`config.mk`:
```
export PLATFORM = sky130hd
export DESIGN_NAME = nn_param_streamer
export DESIGN_NICKNAME = d
export VERILOG_FILES = /design/src/rtl/nn_param_streamer.sv
export SDC_FILE = /design/constraint.sdc
export NUM_CORES = 1
export LEC_CHECK = 0
export ABC_AREA = 0
export CAP_MARGIN = 5
export CORE_MARGIN = 2
export CORE_UTILIZATION = 40
export DETAILED_ROUTE_END_ITERATION = 6
export PLACE_DENSITY_LB_ADDON = 0.3
export SKIP_CTS_REPAIR_TIMING = 1
export SYNTH_ARGS = -nofsm -noshare
export SYNTH_HDL_FRONTEND = slang
export SYNTH_SLANG_ARGS = --single-unit
```
`constraint.sdc`:
```
create_clock -name clk -period 2.2 [get_ports clk]
set_clock_uncertainty 0.15 [all_clocks]
set_input_delay 0.44 -clock clk [delete_from_list [all_inputs] [get_ports clk]]
set_output_delay 0.44 -clock clk [all_outputs]
set_load 0.05 [all_outputs]
```
`src/rtl/nn_param_streamer.sv`:
```
// Byte-serial transmitter for the neuron network load interface: a word goes out MSB first with a one-hot FIFO clock-enable.
// Optional checksum cycle after each word is enabled by defining NN_STREAM_CHECKSUM_EN.
//
// state | meaning
// ------+-----------------------------------------------------------
// IDLE  | no word in flight, s_ready high
// SEND  | presenting byte idx_q of the current word
// CHK   | presenting XOR of the word's bytes (NN_STREAM_CHECKSUM_EN only)
module nn_param_streamer #(
  parameter int WORD_BITS = 32,
  parameter int N_TARGETS = 6
) (
  input  logic                 clk,
  input  logic                 rst_n,
  input  logic                 s_valid,
  output logic                 s_ready,
  input  logic [WORD_BITS-1:0] s_data,
  input  logic [2:0]           s_target,
  input  logic                 pause,
  output logic [7:0]           byte_out,
  output logic [N_TARGETS-1:0] byte_ce,
  output logic                 byte_last,
  output logic                 err_target,
  output logic                 busy
`ifdef NN_STREAM_CHECKSUM_EN
  ,
  output logic                 chk_valid
`endif
);

  localparam int NBYTES = WORD_BITS / 8;
  localparam int IDX_W = (NBYTES > 1) ? $clog2(NBYTES) : 1;
  localparam logic [IDX_W-1:0] IDX_LAST = IDX_W'(NBYTES - 1);
  localparam logic [IDX_W-1:0] IDX_ONE = IDX_W'(1);

`ifdef NN_STREAM_CHECKSUM_EN
  typedef enum logic [1:0] {IDLE, SEND, CHK} state_t;
`else
  typedef enum logic [0:0] {IDLE, SEND} state_t;
`endif

  state_t                 state_q, state_d;
  logic [IDX_W-1:0]       idx_q, idx_d;
  logic [WORD_BITS-1:0]   shift_q, shift_d;
  logic [N_TARGETS-1:0]   mask_q, mask_d;
  logic [N_TARGETS-1:0]   tgt_onehot;
  logic [N_TARGETS-1:0]   ce_d;
  logic [7:0]             out_d;
  logic                   last_d;
  logic                   err_d;
  logic                   accept;
`ifdef NN_STREAM_CHECKSUM_EN
  logic [7:0]             xor_q, xor_d;
`endif

  // An out-of-range target decodes to all zeros, which doubles as the error flag.
  always_comb begin
    tgt_onehot = '0;
    for (int i = 0; i < N_TARGETS; i++) begin
      tgt_onehot[i] = (s_target == 3'(i));
    end
  end

`ifdef NN_STREAM_CHECKSUM_EN
  assign s_ready   = (state_q == IDLE) || (state_q == CHK);
  assign chk_valid = (state_q == CHK);
`else
  assign s_ready = (state_q == IDLE) ||
                   ((state_q == SEND) && (idx_q == IDX_LAST) && !pause);
`endif

  assign accept = s_valid && s_ready;
  assign busy   = (state_q != IDLE);

  always_comb begin
    state_d = state_q;
    idx_d   = idx_q;
    shift_d = shift_q;
    mask_d  = mask_q;
    out_d   = byte_out;
    ce_d    = '0;
    last_d  = 1'b0;
    err_d   = 1'b0;
`ifdef NN_STREAM_CHECKSUM_EN
    xor_d   = xor_q;
`endif
    if (accept) begin
      state_d = SEND;
      idx_d   = '0;
      out_d   = s_data[WORD_BITS-1 -: 8];
      shift_d = s_data << 8;
      mask_d  = tgt_onehot;
      ce_d    = tgt_onehot;
      last_d  = (NBYTES == 1);
      err_d   = ~|tgt_onehot;
`ifdef NN_STREAM_CHECKSUM_EN
      xor_d   = s_data[WORD_BITS-1 -: 8];
`endif
    end else begin
      case (state_q)
        SEND: begin
          if (idx_q == IDX_LAST) begin
`ifdef NN_STREAM_CHECKSUM_EN
            state_d = CHK;
            out_d   = xor_q;
`else
            state_d = IDLE;
`endif
          end else if (!pause) begin
            // A paused edge leaves idx/byte_out alone; the held byte was already consumed.
            idx_d   = idx_q + IDX_ONE;
            out_d   = shift_q[WORD_BITS-1 -: 8];
            shift_d = shift_q << 8;
            ce_d    = mask_q;
            last_d  = ((idx_q + IDX_ONE) == IDX_LAST);
`ifdef NN_STREAM_CHECKSUM_EN
            xor_d   = xor_q ^ shift_q[WORD_BITS-1 -: 8];
`endif
          end
        end
`ifdef NN_STREAM_CHECKSUM_EN
        CHK: state_d = IDLE;
`endif
        default: ;
      endcase
    end
  end

  always_ff @(posedge clk or negedge rst_n) begin
    if (!rst_n) begin
      state_q    <= IDLE;
      idx_q      <= '0;
      shift_q    <= '0;
      mask_q     <= '0;
      byte_out   <= '0;
      byte_ce    <= '0;
      byte_last  <= 1'b0;
      err_target <= 1'b0;
`ifdef NN_STREAM_CHECKSUM_EN
      xor_q      <= '0;
`endif
    end else begin
      state_q    <= state_d;
      idx_q      <= idx_d;
      shift_q    <= shift_d;
      mask_q     <= mask_d;
      byte_out   <= out_d;
      byte_ce    <= ce_d;
      byte_last  <= last_d;
      err_target <= err_d;
`ifdef NN_STREAM_CHECKSUM_EN
      xor_q      <= xor_d;
`endif
    end
  end

endmodule
```
==> run metrics, run 1 <==
Via density 5.33; met1 GRT Util 23.5%; post-route cell area between 3000 and 4000 um2; Syn Nets ~270; clock sinks 49; post-route ant nets 0; total congestion overflow 0; fin crit period 2.10 ns; vias in the first global route ~1,900; YS warnings 0; final setup TNS 0 ns; RSZ-0062 raised after global routing no; Worst R2R Path Depth 5; final count of hold timing violations 0; Die Width a little over 80 um; Main synth FF type dfrtp_1; top cells by count, synth dfrtp_1, nor2b_1, nor3_1, o21ai_0, o221a_1; CP Cell Sequence clkdlybuf4s50_1; Worst EP required 1.61 ns; overall global routing resource usage between 10% and 20%; Syn Inst Count 231; clk buf depth 2; total power 3.96 mW; leakage power ~1.3 nW; global placement routability congestion 0.737; initial antenna violation count 0; core area 5920 um2; first-pass GRT wire length slightly below 9 mm; sequential fraction of the synthesis area 50.2%; H-tree level count 2; slowest CP cell clkdlybuf4s50_1; pwr dens roughly 1200 nW/um2; row cnt 28; Iter 0 DRT Violations 144; Slew Limit Headroom 59.7%; Initial Util 41.3%; routing usage on met3 under 10%; # Max-Cap Violations 0; Clock Latency Late Sink ~0.30 ns; Die H about 80 um; critical path depth in cells 1; most common cell in the netlist dfrtp_1; Ports 57; crit end category output pin; VDD IR max around 0.00055 V; share of flip-flops with an asynchronous set or reset between 90% and 100%; die area 6750 um2; TritonCTS clock tree done; post-synth design cell area 2440 um2; outcome finished clean; Area growth syn-to-layout 31.1%; clock share of power 14.6%; Psw between 1.5 and 2 mW; crit path max fanout 3; Max Slew Vio Count 0; CP Class reg -> out; Crit path buffers/inverters 1; Setup-failing EPs final 0; Routed WL 5.34 mm; cell-internal power between 2 and 2.5 mW; clk slew on worst S/H paths 0.09 ns; CP arrival approximately 1.5 ns; FF+latch count, synth between 40 and 50; sequential share of power approximately two fifths; worst hold path class in -> async; post-synth top area share 50.2%; Cell variety after synth 33; residual DRC count 0; Mean Syn Cell Area 10.6 um2; first-pass iteration count of the detailed router 4; DR WL/cell 14.7 um; M2 GR Usage 26.9%; Synth area leader dfrtp_1; GRT busiest layer met2; CTS Buf Count 5; Clock Root Buffer clkbuf_8; dpl cell area between 3000 and 4000 um2; Switching Fraction 39.8%; layout cell share with drive strength beyond 1 11.8%; fin nets about 330; crit share post-route 95.3%; combinational share of power 47.0%; dpl hpwl between 3 and 4 mm; startpoint types flop; Worst-Margin Slew 0.605 ns; Top delay family on crit path buffers and inverters; Fmax about 0.48 GHz; crit-path max cell delay 0.81 ns; number of synthesized flops with an enable pin 0; vias about 1,900; # diodes 0; PortBufs 56; Synth area leaders dfrtp_1, o221a_1, nor2b_1, nor3_1, o21ai_0; pin count of the biggest net entering global routing 50
registers in the layout (all words and copies together), names as in the netlist:
register and cells:
byte_ce 6, shift_q 24, err_target 1, idx_q 2, mask_q 6, busy 1
byte_out 8, byte_last 1
through the flow:
stage | std cells | hold slack, ns | setup slack (ns) | utilization [%]
global route | 362 | 0.144 | 0.0389 | 54.1
CTS | 362 | 0.103 | 0.0992 | 54.1
global placement | 354 | 0.317 | 0.121 | 52.4
floorplan | 231 | -0.00559 | 0.179 | -
detailed placement | 354 | 0.328 | 0.101 | 52.4
finish | 362 | 0.0813 | 0.103 | 54.1
routing by layer:
| metal | share of wire [%] | vias up |
|---|---|---|
| met3 | 4.9 | 6 |
| met1 | 49 | 913 |
| met2 | 44 | 51 |
| met5 | 0 | - |
| met4 | 1.5 | 0 |
| li1 | - | 961 |
power by group through the flow:
stage | Clock (mW) | Combinational [mW] | Sequential, mW
after global placement | 0 | 1.83 | 1.52
after global routing | 0.627 | 2.03 | 1.58
final | 0.576 | 1.86 | 1.52
after detailed placement | 0 | 1.87 | 1.54
after floorplan | 0 | 0.974 | 1.83
after CTS | 0.592 | 1.87 | 1.52
cell families (layout without fill, tap and decap cells):
family | Yosys count | after routing | share of synthesized area, %
adders and majority gates | 2 | 2 | 1.02
AOI/OAI and AO/OA | 73 | 73 | 23.2
and+or+nand+nor | 75 | 75 | 17.0
xor gates and xnor gates | 1 | 1 | 0.359
DFF | 49 | 49 | 50.2
muxes | 6 | 6 | 2.66
buffers and inverters | 25 | 81 | 5.58
final cells by class:
cell class	instances	area, um2
Clock inverter	1	5.00
Fill cell	526	2720
Sequential cell	49	1230
Clock buffer	7	96.3
Inverter	4	15.0
Tap cell	75	93.8
Timing Repair Buffer	69	686
Multi-Input combinational cell	157	1080
worst paths after layout:
path	start	to	slack (ns)
max	byte_out[5]$_DFFE_PN0P_	byte_out[5]	0.10
min in group clk	mask_q[2]$_DFFE_PN0N_	mask_q[2]$_DFFE_PN0N_	0.35
min reg2reg	mask_q[2]$_DFFE_PN0N_	mask_q[2]$_DFFE_PN0N_	0.35
max reg2reg	idx_q[1]$_DFFE_PN0P_	shift_q[9]$_DFFE_PN0P_	0.43
min	rst_n	mask_q[4]$_DFFE_PN0N_	0.08
max in group asynchronous	rst_n	shift_q[9]$_DFFE_PN0P_	1.42
cells in the final DEF (no fill, tap or decap), types with 2 or more instances in the layout:
cell type and count:
nand2_1 11, o21ai_0 25, o211ai_1 8, nor3_1 25, nand3b_1 2, buf_4 12, nor3b_1 3, clkdlybuf4s50_1 53
clkbuf_8 7, o21ai_1 7, inv_1 3, a22o_1 4, nor2_1 2, ha_1 2, nor2b_1 25, mux2i_1 2
dfrtp_1 49, o22ai_1 2, nand2b_1 3, o221a_2 7, buf_12 3, o221a_1 17, mux2_1 3
Note: power is estimated with default switching activity, not from simulation.
==> inputs of run 2 (changes only) <==
--- a/config.mk
+++ b/config.mk
@@ -11,6 +11,7 @@
 export CORE_UTILIZATION = 40
 export DETAILED_ROUTE_END_ITERATION = 6
 export PLACE_DENSITY_LB_ADDON = 0.3
+export SETUP_SLACK_MARGIN = 0.2
 export SKIP_CTS_REPAIR_TIMING = 1
 export SYNTH_ARGS = -nofsm -noshare
 export SYNTH_HDL_FRONTEND = slang
==> run metrics, run 2 (same netlist as run 1, synthesis figures left out) <==
final count of hold timing violations 0 (unchanged); crit share post-route 86.9% (-8.4 points); first-pass GRT wire length 9.05 mm (+2.4%); final setup TNS 0 ns (unchanged); H-tree level count 2 (unchanged); vias 1,974 (+2.2%); Die H 82.1 um (unchanged); # Max-Cap Violations 0 (unchanged); Worst EP required 1.61 ns (about the same); pin count of the biggest net entering global routing 50 (unchanged); # diodes 0 (unchanged); fin crit period 1.91 ns (-0.185 ns); Area growth syn-to-layout 33.1%; row cnt 28 (unchanged); dpl hpwl 3.67 mm (+3.1%); startpoint types flop; Worst-Margin Slew 0.560 ns (-0.0449 ns); M2 GR Usage 27.4% (+0.49 points); pwr dens 1210 nW/um2 (-2.4%); post-route ant nets 0 (unchanged); clk buf depth 2 (unchanged); CTS Buf Count 5 (unchanged); TritonCTS clock tree done; outcome finished clean; vias in the first global route 1,862 (+0.43%); DR WL/cell 15.2 um (+2.8%); routing usage on met3 3.37% (-0.54 points); Via density 5.45 (+2.2%); Most flops, register shift_q; VDD IR max 0.000535 V (-2.3%); leading registers by flop count shift_q x24, byte_out x8; layout cell share with drive strength beyond 1 12.2% (+0.35 points); total congestion overflow 0 (unchanged); Worst R2R Path Depth 5 (unchanged); Fill cells 525 (-0.19%); die area 6750 um2 (unchanged); Clock Root Buffer clkbuf_8; Finished Core Util 54.9% (+0.85 points); most frequent cells in the layout dfrtp_1, clkdlybuf4s50_1, nor2b_1, nor3_1, o21ai_0; worst hold path class reg -> reg; first-pass iteration count of the detailed router 4 (unchanged); Slew Limit Headroom 62.7% (+3.0 points); RSZ-0062 raised after global routing no; pre-CTS setup slack 0.119 ns (+0.0186 ns); Max Slew Vio Count 0 (unchanged); setup ws final 0.289 ns (+0.185 ns); number of flip-flops under the largest register name 24 (unchanged); crit path max fanout 5 (+2); total power 3.92 mW (-0.83%); global placement routability congestion 0.789 (+7.0%); clock sinks 49 (unchanged); Initial Util 41.3% (unchanged); residual DRC count 0 (unchanged); met1 GRT Util 24.2% (+0.75 points); fin cells 362 (unchanged); Ports 57 (unchanged); core area 5920 um2 (unchanged); GRT busiest layer met2; Setup-failing EPs final 0 (unchanged); CP Class reg -> out; Routed WL 5.49 mm (+2.8%); Fmax 0.523 GHz (+9.7%); commonest non-fill, non-tap cell in the layout dfrtp_1; PortBufs 56 (unchanged); Iter 0 DRT Violations 142 (-1.4%); Die Width 82.1 um (unchanged); crit end category output pin; fin nets 327 (unchanged); overall global routing resource usage 17.5% (+0.21 points); WHS Path Cells 1; Clock Latency Late Sink 0.31 ns (about the same); clk slew on worst S/H paths 0.10 ns (about the same); Cells after DPL 353 (-0.28%); initial antenna violation count 0 (unchanged); leakage power 1.46 nW (+15%); CP arrival 1.32 ns (-0.19 ns)
==> run 2: cell count changes in the layout (fill, tap and decap cells not counted) <==
cell,delta
dfrtp_1,-1
clkbuf_8,-2
clkinvlp_4,+1
dlymetal6s2s_1,+17
dlygate4sd3_1,+1
ha_1,-1
ha_2,+1
buf_12,+1
dfrtp_2,+1
clkdlybuf4s50_1,-17
buf_4,-2
inv_6,+1
==> run 2: worst max-delay path: stages, from the launching register on <==
cell      delay [ns]
dfrtp_1         0.41
ha_2            0.20
nand2b_1        0.10
nand2_1         0.11
buf_12          0.18
==> run 2: through the flow <==
stage                     area [um2]  hold WS [ns]
after floorplan                 2440      -0.00559
after global placement          3110         0.320
after detailed placement        3110         0.320
after CTS                       3200       -0.0161
after global routing            3250         0.367
final                           3250         0.355
==> run 2: final timing paths <==
kind / startpoint / to / slack, ns
min in group asynchronous: rst_n / shift_q[22]$_DFFE_PN0P_ / 0.51
hold / removal: mask_q[4]$_DFFE_PN0N_ / mask_q[4]$_DFFE_PN0N_ / 0.35
max in group asynchronous: rst_n / mask_q[3]$_DFFE_PN0N_ / 0.87
hold reg to reg: mask_q[4]$_DFFE_PN0N_ / mask_q[4]$_DFFE_PN0N_ / 0.35
setup reg to reg: idx_q[1]$_DFFE_PN0P_ / shift_q[13]$_DFFE_PN0P_ / 0.48
setup / recovery: idx_q[1]$_DFFE_PN0P_ / s_ready / 0.29
==> run 2: routing by layer <==
layer / routed length [um] / part of all wire [%]
met3: 279 / 5.1
met1: 2540 / 46
met5: 0 / 0
met2: 2590 / 47
met4: 76 / 1.4
==> run 2: cell type report <==
type                    instances  area (um2)  share of cell area [%]
clock inverters                 3        21.3                   0.654
flip-flops and latches         49        1230                    37.7
well taps                      75        93.8                    2.89
repair buffers                 69         743                    22.9
clock buffers                   5        68.8                    2.12
inverters                       4        15.0                   0.462
multi-input cells             157        1080                    33.3
==> run 2: power by group <==
group | internal (mW) | switching, mW
Combinational | 0.823 | 1.00
Clock | 0.226 | 0.316
Sequential | 1.27 | 0.281
==> inputs of run 3 (changes only) <==
--- a/config.mk
+++ b/config.mk
@@ -8,7 +8,7 @@
 export ABC_AREA = 0
 export CAP_MARGIN = 5
 export CORE_MARGIN = 2
-export CORE_UTILIZATION = 40
+export CORE_UTILIZATION = 50
 export DETAILED_ROUTE_END_ITERATION = 6
 export PLACE_DENSITY_LB_ADDON = 0.3
 export SETUP_SLACK_MARGIN = 0.2
==> run metrics, run 3 (same netlist as run 1, synthesis figures left out) <==
Fill cells 377 (-28%); row cnt 25 (-11%); Worst-Margin Slew 0.564 ns (+0.00437 ns); fin crit period 1.89 ns (-0.0188 ns); clk buf depth 2 (unchanged); overall global routing resource usage 22.5% (+5.0 points); global placement routability congestion 0.799 (+1.4%); Routed WL 5.46 mm (-0.47%); pre-CTS setup slack 0.0940 ns (-0.0255 ns); pwr dens 1240 nW/um2 (+2.9%); crit path max fanout 10 (+5); crit share post-route 86.0% (-0.85 points); Ports 57 (unchanged); # Max-Cap Violations 0 (unchanged); worst hold path class reg -> reg; Iter 0 DRT Violations 140 (-1.4%); DR WL/cell 15.4 um (+1.5%); initial antenna violation count 0 (unchanged); crit end category output pin; Max Slew Vio Count 0 (unchanged); CP arrival 1.30 ns (-0.02 ns); vias in the first global route 1,957 (+5.1%); Switching Fraction 39.4% (-1.4 points); sequential share of power 38.3% (-1.3 points); WHS 0.343 ns (-0.0115 ns); core area 4720 um2 (-20%); most frequent cells in the layout dfrtp_1, clkdlybuf4s50_1, nor2b_1, nor3_1, o21ai_0; Clock Latency Late Sink 0.30 ns (about the same); vias 1,968 (-0.30%); commonest non-fill, non-tap cell in the layout dfrtp_1; Die Width 73.9 um (-10%); CP Cell Sequence ha_4 > nand2b_1 > nand2_1 > buf_12; startpoint types flop; leading registers by flop count shift_q x24, byte_out x8; fin nets 328 (+0.31%); Psw 1.60 mW (about the same); PortBufs 56 (unchanged); Slew Limit Headroom 62.4% (-0.29 points); die area 5460 um2 (-19%); CP Class reg -> out; Via density 5.54 (+1.7%); clk slew on worst S/H paths 0.08 ns (-0.02 ns); CTS Buf Count 5 (unchanged); Worst EP required 1.61 ns (about the same); Crit path buffers/inverters 1 (unchanged); combinational share of power 45.3% (-1.3 points); first-pass GRT wire length 9.18 mm (+1.5%); Most flops, register shift_q; outcome finished clean; H-tree level count 2 (unchanged); setup ws final 0.308 ns (+0.0188 ns); clock sinks 49 (unchanged); cell-internal power 2.46 mW (+6.0%); pin count of the biggest net entering global routing 50 (unchanged); TritonCTS clock tree done; Die H 73.9 um (-10%); slowest CP cell dfrtp_1; clock share of power 16.4% (+2.6 points); crit-path max cell delay 0.43 ns (+0.02 ns); first-pass iteration count of the detailed router 4 (unchanged); RSZ-0062 raised after global routing no; dpl hpwl 3.79 mm (+3.2%); Setup-failing EPs final 0 (unchanged); final count of hold timing violations 0 (unchanged); Initial Util 51.7% (+10 points); Top delay family on crit path flip-flops; Area growth syn-to-layout 34.0%; Clock Root Buffer clkbuf_8; final setup TNS 0 ns (unchanged); number of flip-flops under the largest register name 24 (unchanged); leakage power 1.48 nW (+0.98%); layout cell share with drive strength beyond 1 12.2% (-0.042 points); post-route ant nets 0 (unchanged); VDD IR max 0.000639 V (+19%); total congestion overflow 0 (unchanged); residual DRC count 0 (unchanged); # diodes 0 (unchanged); Fmax 0.528 GHz (+0.99%)
[run 3: final cells by class]
| cell class | instances | area [um2] | share of cell area, % |
|---|---|---|---|
| clock inverters | 1 | 30.0 | 0.917 |
| well taps | 67 | 83.8 | 2.56 |
| inverters | 4 | 15.0 | 0.459 |
| multi-input cells | 157 | 1090 | 33.4 |
| repair buffers | 70 | 738 | 22.6 |
| clock buffers | 7 | 86.3 | 2.64 |
| flip-flops and latches | 49 | 1230 | 37.5 |
[run 3: worst reg2reg max path, stage by stage (launching register included)]
cell and delay, ns:
dfrtp_1 0.43, ha_4 0.21, or3b_1 0.48, or2_0 0.25, a21oi_1 0.17
[run 3: final timing paths]
check	end	cells past startpoint	slack (ns)	from
worst max-delay path	s_ready	4	0.31	idx_q[1]$_DFFE_PN0P_
max in group asynchronous	busy$_DFF_PN0_	3	0.85	rst_n
worst max register to register	idx_q[1]$_DFFE_PN0P_	4	0.43	idx_q[1]$_DFFE_PN0P_
worst min register to register	mask_q[4]$_DFFE_PN0N_	1	0.34	mask_q[4]$_DFFE_PN0N_
worst min-delay path	mask_q[4]$_DFFE_PN0N_	1	0.34	mask_q[4]$_DFFE_PN0N_
min in group asynchronous	idx_q[0]$_DFFE_PN0P_	2	0.51	rst_n
[run 3: per-layer routing]
layer / vias to the layer above / global-route usage [%] / part of all wire [%]
met5: - / 0 / 0
met4: 0 / 6.87 / 1.1
met3: 6 / 6.17 / 5.0
met2: 55 / 35.8 / 49
met1: 947 / 29.9 / 45
li1: 960 / - / -
[run 3: power by group through the flow]
stage | clock network [mW] | registers (mW) | logic, mW
after floorplan | 0 | 1.83 | 0.974
after global placement | 0 | 1.55 | 1.79
after detailed placement | 0 | 1.56 | 1.85
after CTS | 0.667 | 1.55 | 1.86
after global routing | 0.713 | 1.61 | 2.03
final | 0.665 | 1.56 | 1.84
[run 3: through the flow]
stage | std cells | util, % | total power [mW] | instance area (um2)
global placement | 346 | 65.5 | 3.34 | 3090
floorplan | 231 | - | 2.80 | 2440
finish | 355 | 69.3 | 4.06 | 3270
detailed placement | 346 | 65.5 | 3.42 | 3090
CTS | 354 | 67.9 | 4.07 | 3210
global route | 355 | 69.3 | 4.35 | 3270
